<file path="src/rtl/upbus_pkg.sv">
// upbus_pkg -- shared definitions for the CPU-bus hub.
//   upbus_state_e : transaction FSM states (IDLE, STRB, WAIT, ACK)
//   LOC_*         : register offsets (upa[3:0]) inside the local page
//   UPBUS_TODATA  : read data returned for a timed-out or unmapped access
package upbus_pkg;

    typedef enum logic [1:0] {
        ST_IDLE = 2'd0,
        ST_STRB = 2'd1,
        ST_WAIT = 2'd2,
        ST_ACK  = 2'd3
    } upbus_state_e;

    localparam logic [3:0] LOC_INTMASK = 4'd0;
    localparam logic [3:0] LOC_TOSTAT  = 4'd1;
    localparam logic [3:0] LOC_RAWINT  = 4'd2;

    localparam logic [31:0] UPBUS_TODATA = 32'hDEAD_BEEF;

endpackage

</file>
<file path="src/rtl/upbus_strb.sv">
// upbus_strb -- brings the asynchronous CPU chip select into the clk domain.
// Ports:
//   clk, rst_   : system clock, asynchronous active-low reset
//   ce_n_async  : raw eupce_ from the pins (active low)
//   ce_n_sync   : two-flop synchronised chip select (active low)
//   ce_fall     : one-cycle pulse when the synchronised select goes low
//   ce_rise     : one-cycle pulse when the synchronised select goes high
module upbus_strb (
    input  logic clk,
    input  logic rst_,
    input  logic ce_n_async,
    output logic ce_n_sync,
    output logic ce_fall,
    output logic ce_rise
);

    logic meta_q, meta_d;
    logic sync_q, sync_d;
    logic prev_q, prev_d;

    always_comb begin
        meta_d = ce_n_async;
        sync_d = meta_q;
        prev_d = sync_q;
    end

    // Reset to the deselected level so reset release never fakes a falling edge.
    always_ff @(posedge clk or negedge rst_) begin
        if (!rst_) begin
            meta_q <= 1'b1;
            sync_q <= 1'b1;
            prev_q <= 1'b1;
        end else begin
            meta_q <= meta_d;
            sync_q <= sync_d;
            prev_q <= prev_d;
        end
    end

    assign ce_n_sync = sync_q;
    assign ce_fall   = prev_q & ~sync_q;
    assign ce_rise   = ~prev_q & sync_q;

endmodule

</file>
<file path="src/rtl/upbus_hub.sv">
// upbus_hub -- CPU-bus hub between the chip CPU pins and NCH slave channels.
// Synchronises eupce_, latches address/data, decodes the top SELW address bits
// into a one-hot channel enable (index 2**SELW-1 is the local register page),
// issues a one-cycle read/write strobe, waits for the selected channel's ready
// and holds eupack until the CPU deselects.
// Optional feature macro: UPBUS_TIMEOUT_EN adds the WAIT timeout counter, the
// tostat register (bit0 = timed out, bits SELW:1 = channel) and its interrupt term.
// Ports:
//   clk, rst_        : clock, asynchronous active-low reset
//   eupa/eupce_/euprnw/eupdi : CPU address, chip select, read-not-write, write data
//   eupdo, eupack, eupint    : CPU read data, acknowledge, interrupt (all registered)
//   upa, updi        : latched address / write data to slaves
//   uprs, upws       : one-cycle read / write strobes
//   upen             : one-hot channel enable held for the whole access
//   updo_ch, uprdy_ch, upint_ch : per-channel read data, ready, interrupt level
// Handshake: an access starts on the synchronised falling edge of eupce_; the
// selected slave answers with uprdy_ch[sel] for at least one cycle while upen is
// high; eupack stays high until eupce_ is seen high again.
module upbus_hub
    import upbus_pkg::*;
#(
    parameter int              NCH    = 8,
    parameter int              AW     = 24,
    parameter int              DW     = 32,
    parameter int              SELW   = 3,
    parameter int              TOW    = 10,
    parameter logic [TOW-1:0]  TOVAL  = TOW'(1000),
    parameter logic [DW-1:0]   TODATA = DW'(UPBUS_TODATA)
) (
    input  logic              clk,
    input  logic              rst_,
    input  logic [AW-1:0]     eupa,
    input  logic              eupce_,
    input  logic              euprnw,
    input  logic [DW-1:0]     eupdi,
    output logic [DW-1:0]     eupdo,
    output logic              eupack,
    output logic              eupint,
    output logic [AW-1:0]     upa,
    output logic [DW-1:0]     updi,
    output logic              uprs,
    output logic              upws,
    output logic [NCH-1:0]    upen,
    input  logic [NCH*DW-1:0] updo_ch,
    input  logic [NCH-1:0]    uprdy_ch,
    input  logic [NCH-1:0]    upint_ch
);

    localparam logic [SELW-1:0] LOCAL_SEL = '1;
    localparam logic [SELW:0]   NCH_W     = (SELW+1)'(NCH);

    logic ce_n_sync, ce_fall, ce_rise;

    upbus_strb u_strb (
        .clk        (clk),
        .rst_       (rst_),
        .ce_n_async (eupce_),
        .ce_n_sync  (ce_n_sync),
        .ce_fall    (ce_fall),
        .ce_rise    (ce_rise)
    );

    upbus_state_e    state_q, state_d;
    logic [AW-1:0]   upa_q, upa_d;
    logic [DW-1:0]   updi_q, updi_d;
    logic            rnw_q, rnw_d;
    logic [SELW-1:0] sel_q, sel_d;
    logic [NCH-1:0]  upen_q, upen_d;
    logic            uprs_q, uprs_d, upws_q, upws_d;
    logic [DW-1:0]   eupdo_q, eupdo_d;
    logic            eupack_q, eupack_d;
    logic            eupint_q, eupint_d;
    logic [NCH-1:0]  intmask_q, intmask_d;
`ifdef UPBUS_TIMEOUT_EN
    logic [TOW-1:0]  cnt_q, cnt_d;
    logic [SELW:0]   tostat_q, tostat_d;
`endif

    logic [SELW-1:0] sel_in;
    logic            mapped_in, mapped_q;
    logic            sel_rdy;
    logic [DW-1:0]   sel_data, local_rdata;

    assign sel_in    = eupa[AW-1 -: SELW];
    assign mapped_in = ({1'b0, sel_in} < NCH_W);
    assign mapped_q  = ({1'b0, sel_q} < NCH_W);

    // Ready/data of the selected channel only; other channels are ignored.
    always_comb begin
        sel_rdy  = 1'b0;
        sel_data = '0;
        for (int k = 0; k < NCH; k++) begin
            if ({1'b0, sel_q} == (SELW+1)'(k)) begin
                sel_rdy  = uprdy_ch[k];
                sel_data = updo_ch[k*DW +: DW];
            end
        end
    end

    always_comb begin
        local_rdata = '0;
        case (upa_q[3:0])
            LOC_INTMASK: local_rdata = DW'(intmask_q);
`ifdef UPBUS_TIMEOUT_EN
            LOC_TOSTAT:  local_rdata = DW'(tostat_q);
`else
            LOC_TOSTAT:  local_rdata = '0;
`endif
            LOC_RAWINT:  local_rdata = DW'(upint_ch);
            default:     local_rdata = '0;
        endcase
    end

    always_comb begin
        state_d   = state_q;
        upa_d     = upa_q;
        updi_d    = updi_q;
        rnw_d     = rnw_q;
        sel_d     = sel_q;
        upen_d    = upen_q;
        uprs_d    = 1'b0;
        upws_d    = 1'b0;
        eupdo_d   = eupdo_q;
        intmask_d = intmask_q;
`ifdef UPBUS_TIMEOUT_EN
        cnt_d     = cnt_q;
        tostat_d  = tostat_q;
`endif
        case (state_q)
            ST_IDLE: begin
                if (ce_fall) begin
                    upa_d   = eupa;
                    updi_d  = eupdi;
                    rnw_d   = euprnw;
                    sel_d   = sel_in;
                    // Strobe and enable are registered so they are valid
                    // throughout the STRB cycle.
                    upen_d  = mapped_in ? (NCH'(1) << sel_in) : '0;
                    uprs_d  = mapped_in & euprnw;
                    upws_d  = mapped_in & ~euprnw;
                    state_d = ST_STRB;
                end
            end
            ST_STRB: begin
                if (sel_q == LOCAL_SEL) begin
                    if (rnw_q) begin
                        eupdo_d = local_rdata;
                    end else begin
                        if (upa_q[3:0] == LOC_INTMASK) intmask_d = updi_q[NCH-1:0];
`ifdef UPBUS_TIMEOUT_EN
                        if (upa_q[3:0] == LOC_TOSTAT) tostat_d = tostat_q & ~updi_q[SELW:0];
`endif
                    end
                    state_d = ST_ACK;
                end else if (!mapped_q) begin
                    // Unmapped: reads get the filler word, writes are dropped.
                    if (rnw_q) eupdo_d = TODATA;
                    state_d = ST_ACK;
                end else begin
`ifdef UPBUS_TIMEOUT_EN
                    cnt_d   = '0;
`endif
                    state_d = ST_WAIT;
                end
            end
            ST_WAIT: begin
                // Ready is tested first so it wins over a same-cycle timeout.
                if (sel_rdy) begin
                    if (rnw_q) eupdo_d = sel_data;
                    state_d = ST_ACK;
`ifdef UPBUS_TIMEOUT_EN
                end else if (cnt_q == TOVAL - TOW'(1)) begin
                    eupdo_d  = TODATA;
                    tostat_d = {sel_q, 1'b1};
                    state_d  = ST_ACK;
                end else begin
                    cnt_d = cnt_q + TOW'(1);
`endif
                end
            end
            ST_ACK: begin
                // Level covers a deselect that happened before ACK was reached.
                if (ce_rise || ce_n_sync) begin
                    upen_d  = '0;
                    state_d = ST_IDLE;
                end
            end
            default: state_d = ST_IDLE;
        endcase
        eupack_d = (state_d == ST_ACK);
`ifdef UPBUS_TIMEOUT_EN
        eupint_d = (|(upint_ch & intmask_q)) | tostat_q[0];
`else
        eupint_d = |(upint_ch & intmask_q);
`endif
    end

    always_ff @(posedge clk or negedge rst_) begin
        if (!rst_) begin
            state_q   <= ST_IDLE;
            upa_q     <= '0;
            updi_q    <= '0;
            rnw_q     <= 1'b0;
            sel_q     <= '0;
            upen_q    <= '0;
            uprs_q    <= 1'b0;
            upws_q    <= 1'b0;
            eupdo_q   <= '0;
            eupack_q  <= 1'b0;
            eupint_q  <= 1'b0;
            intmask_q <= '0;
`ifdef UPBUS_TIMEOUT_EN
            cnt_q     <= '0;
            tostat_q  <= '0;
`endif
        end else begin
            state_q   <= state_d;
            upa_q     <= upa_d;
            updi_q    <= updi_d;
            rnw_q     <= rnw_d;
            sel_q     <= sel_d;
            upen_q    <= upen_d;
            uprs_q    <= uprs_d;
            upws_q    <= upws_d;
            eupdo_q   <= eupdo_d;
            eupack_q  <= eupack_d;
            eupint_q  <= eupint_d;
            intmask_q <= intmask_d;
`ifdef UPBUS_TIMEOUT_EN
            cnt_q     <= cnt_d;
            tostat_q  <= tostat_d;
`endif
        end
    end

    assign eupdo  = eupdo_q;
    assign eupack = eupack_q;
    assign eupint = eupint_q;
    assign upa    = upa_q;
    assign updi   = updi_q;
    assign uprs   = uprs_q;
    assign upws   = upws_q;
    assign upen   = upen_q;

endmodule

</file>
<file path="config.mk">
export PLATFORM = sky130hd
export DESIGN_NAME = upbus_hub
export DESIGN_NICKNAME = d
export VERILOG_FILES = /design/src/rtl/upbus_pkg.sv /design/src/rtl/upbus_strb.sv /design/src/rtl/upbus_hub.sv
export SDC_FILE = /design/constraint.sdc
export NUM_CORES = 1
export LEC_CHECK = 0
export BUFFER_PORTS_ARGS = -buffer_cell sky130_fd_sc_hd__buf_2
export CAP_MARGIN = 0
export CORE_AREA = 2 2 167 169
export DETAILED_ROUTE_END_ITERATION = 10
export DIE_AREA = 0 0 169 171
export PLACE_DENSITY = 0.57
export SETUP_SLACK_MARGIN = 0.2
export SYNTH_ARGS = -nofsm -noshare
export SYNTH_HDL_FRONTEND = slang
export SYNTH_SLANG_ARGS = --single-unit
</file>
<file path="constraint.sdc">
create_clock -name clk -period 4.5 [get_ports clk]
set_clock_uncertainty 0.05 [all_clocks]
set_input_delay 0.45 -clock clk [delete_from_list [all_inputs] [get_ports clk]]
set_output_delay 0.45 -clock clk [all_outputs]
set_load 0.02 [all_outputs]
</file>
==> impl_metrics.toml <==
[outcome]
status = "complete, no violations"

[setup_path]
critPathKind = "reg -> reg"
worstReg2RegEnd = "eupdo[11]"
required_ns = 4.80
reg2regPathDepth = 5
path_max_fanout = 23
worst-r2r-setup-slack_ns = 1.67
path_cells = "buf_4, nand2b_1, o22ai_1, a221oi_1, mux2_4"
startpoint_type = "register"
cp_data_arrival_time_ns = 3.13
r2r-start = "upa[21]"
end_kind = "register"
slowest_delay_ns = 0.85
critPathSlowestCell = "nand2b_1"
crit_path_start = "upa[21]"

[drt]
drc = 0
drtPass1Iterations = 4
ant_nets = 0
routed_via_density = 4.94
via_count = 7187
dr.first_iter.drc_count = 271
routed_wl_mm = 29.3
wl_per_cell_um = 20.1

[synth]
synth_edf_count = 0
synth.avg_cell_area_um2 = 10.3
netlist_area_um2 = 7090
syn_nets = 1017
synth_cells = 685
ys.flop_type = "dfrtp_1"
seq_area_frac_synth_pct = 40.3
synth_seq_cells = 114
async_flop_share_pct = 100
yosys_warnings = 0
ys_types = 50

[power]
powerDensity_nw_per_um2 = 712
power_leakage_nw = 5.03
peakVddDrop_uv = 331
fin_total_pwr_mw = 7.19

[clocking]
numCtsBuffers = 17
htreeDepth = 4
post_cts_buffers = 0
clock_latency_ns = 0.41
clock-root-buffer = "clkbuf_16"
cts_sinks = 114
clk_path_buf_depth = 2
cts_tree = "done"
clkSlewWorstSetupHoldPaths_ns = 0.07
ctsHoldBuffers = 0
cts_resized = 0

[die]
fp.dieArea_um2 = 28900
core-area_um2 = 27300
io_pins = 432
start_util_pct = 25.9
die_w_um = 169
die_height_um = 171
rows = 61

[finish]
final_cell_area_um2 = 10100
syn_to_final_growth_pct = 42.6
drive_gt1_share_pct = 53.8
fillerInstances = 2831
fin_nets = 1424

[run]
drv_cap = 0

[global_routing]
grt_max_degree = 65
grt_pass1_wl_mm = 42.3
grt-ovfl-total = 0
grt_pass1_vias = 7257
grtUsageTotal_pct = 19.3
antenna_found_initial = 9

[timing]
slew_viol_final = 0
finalSetupViolCount = 0
fin_crit_sh_pct = 62.9
hold_viol_final = 0
relSlewSlack_pct = 30.4
period_needed_ns = 2.83
rsz0062_at_grt = "no"
setup_tns_ns = 0
max_freq_ghz = 0.353
fin_hold_ws_ns = 0.0703
worstMarginPinSlew_ns = 1.04

[place]
placed_cell_area_um2 = 9510
dp_hpwl_mm = 22.3
portBuffers = 431
gp_congestion = 0.877

[hold_path]
hold_class = "in -> async"
Yosys cell counts (19+ instances only):
library cell | number | area [µm²]
a21oi_1 | 26 | 130
buf_2 | 22 | 110
clkbuf_1 | 19 | 71.3
dfrtp_1 | 111 | 2780
mux2_2 | 80 | 901
mux2_4 | 22 | 330
mux2i_1 | 61 | 611
nand2_1 | 64 | 240
nor2b_1 | 19 | 119
o21ai_0 | 73 | 365
o22ai_1 | 33 | 206
worst max-delay path: cells and delay by family, from the launching register on:
kind	cells	cell delay, ns
and+or+nand+nor	1	0.85
buffers and inverters	1	0.40
AOI/OAI and AO/OA	2	0.71
muxes	1	0.22
DFF	1	0.52
report_power, final:
part	switching, mW	internal (mW)
clock network	0.598	0.789
logic	2.25	1.68
registers	0.406	1.47
layer usage:
layer | routed length, µm | global-route usage [%] | part of all wire (%) | up-vias
li1 | - | - | - | 3378
met1 | 12000 | 23.5 | 41 | 3428
met2 | 14000 | 32.0 | 48 | 324
met3 | 2640 | 6.69 | 9.0 | 47
met4 | 626 | 6.54 | 2.1 | 10
met5 | 67 | 0 | 0.23 | -
flip-flops by register name, summed over array words and instances (netlist names):
signal	count
eupdo	32
updi	32
upa	24
intmask_q	8
upen	8
state_q	2
eupack	1
eupint	1
rnw_q	1
u_strb.ce_n_sync	1
u_strb.meta_q	1
u_strb.prev_q	1
uprs	1
upws	1
placed cells by master (no fill, tap or decap), drive strengths merged, types with 21 or more instances in the layout:
master,count
a21oi,27
buf,445
dfrtp,111
inv,25
mux2,102
mux2i,61
nand2,64
nor2b,21
o21ai,74
o22ai,33
area by class of cell:
type                            instances  area, µm²  share of cell area (%)
Clock buffer                           17        425                    4.21
Inverter                               16       60.1                   0.595
Clock inverter                         15        161                    1.60
Multi-Input combinational cell        498       3870                    38.3
Sequential cell                       114       2870                    28.4
Tap cell                              346        433                    4.29
Timing Repair Buffer                  445       2280                    22.5
Antenna cell                            3       7.51                  0.0743
worst max path at each step:
stage | endpoint | slack (ns) | depth (start not counted)
2_1_floorplan | eupdo[10] | 2.45 | 7
3_3_place_gp | eupdo[16] | 1.71 | 7
3_5_place_dp | eupdo[16] | 1.69 | 6
4_1_cts | eupdo[16] | 1.66 | 6
5_1_grt | eupdo[16] | 1.49 | 6
6_report | eupdo[11] | 1.67 | 5
kinds of logic (layout without fill, tap and decap cells):
kind of cell	after synthesis	in the layout	share of synthesized area, %
AOI/OAI and AO/OA	220	220	20.6
muxes	163	163	26.0
and+or+nand+nor	115	115	7.96
DFF	114	114	40.3
buffers and inverters	73	493	5.17
other	0	3	0
through the flow:
step	worst slack [ns]	utilization (%)	std cells
after global routing	1.49	37.0	1454
after floorplan	2.45	-	685
final	1.67	37.0	1454
after CTS	1.66	36.9	1451
after detailed placement	1.69	34.8	1419
after global placement	1.71	34.8	1419
Note: power is estimated with default switching activity, not from simulation.
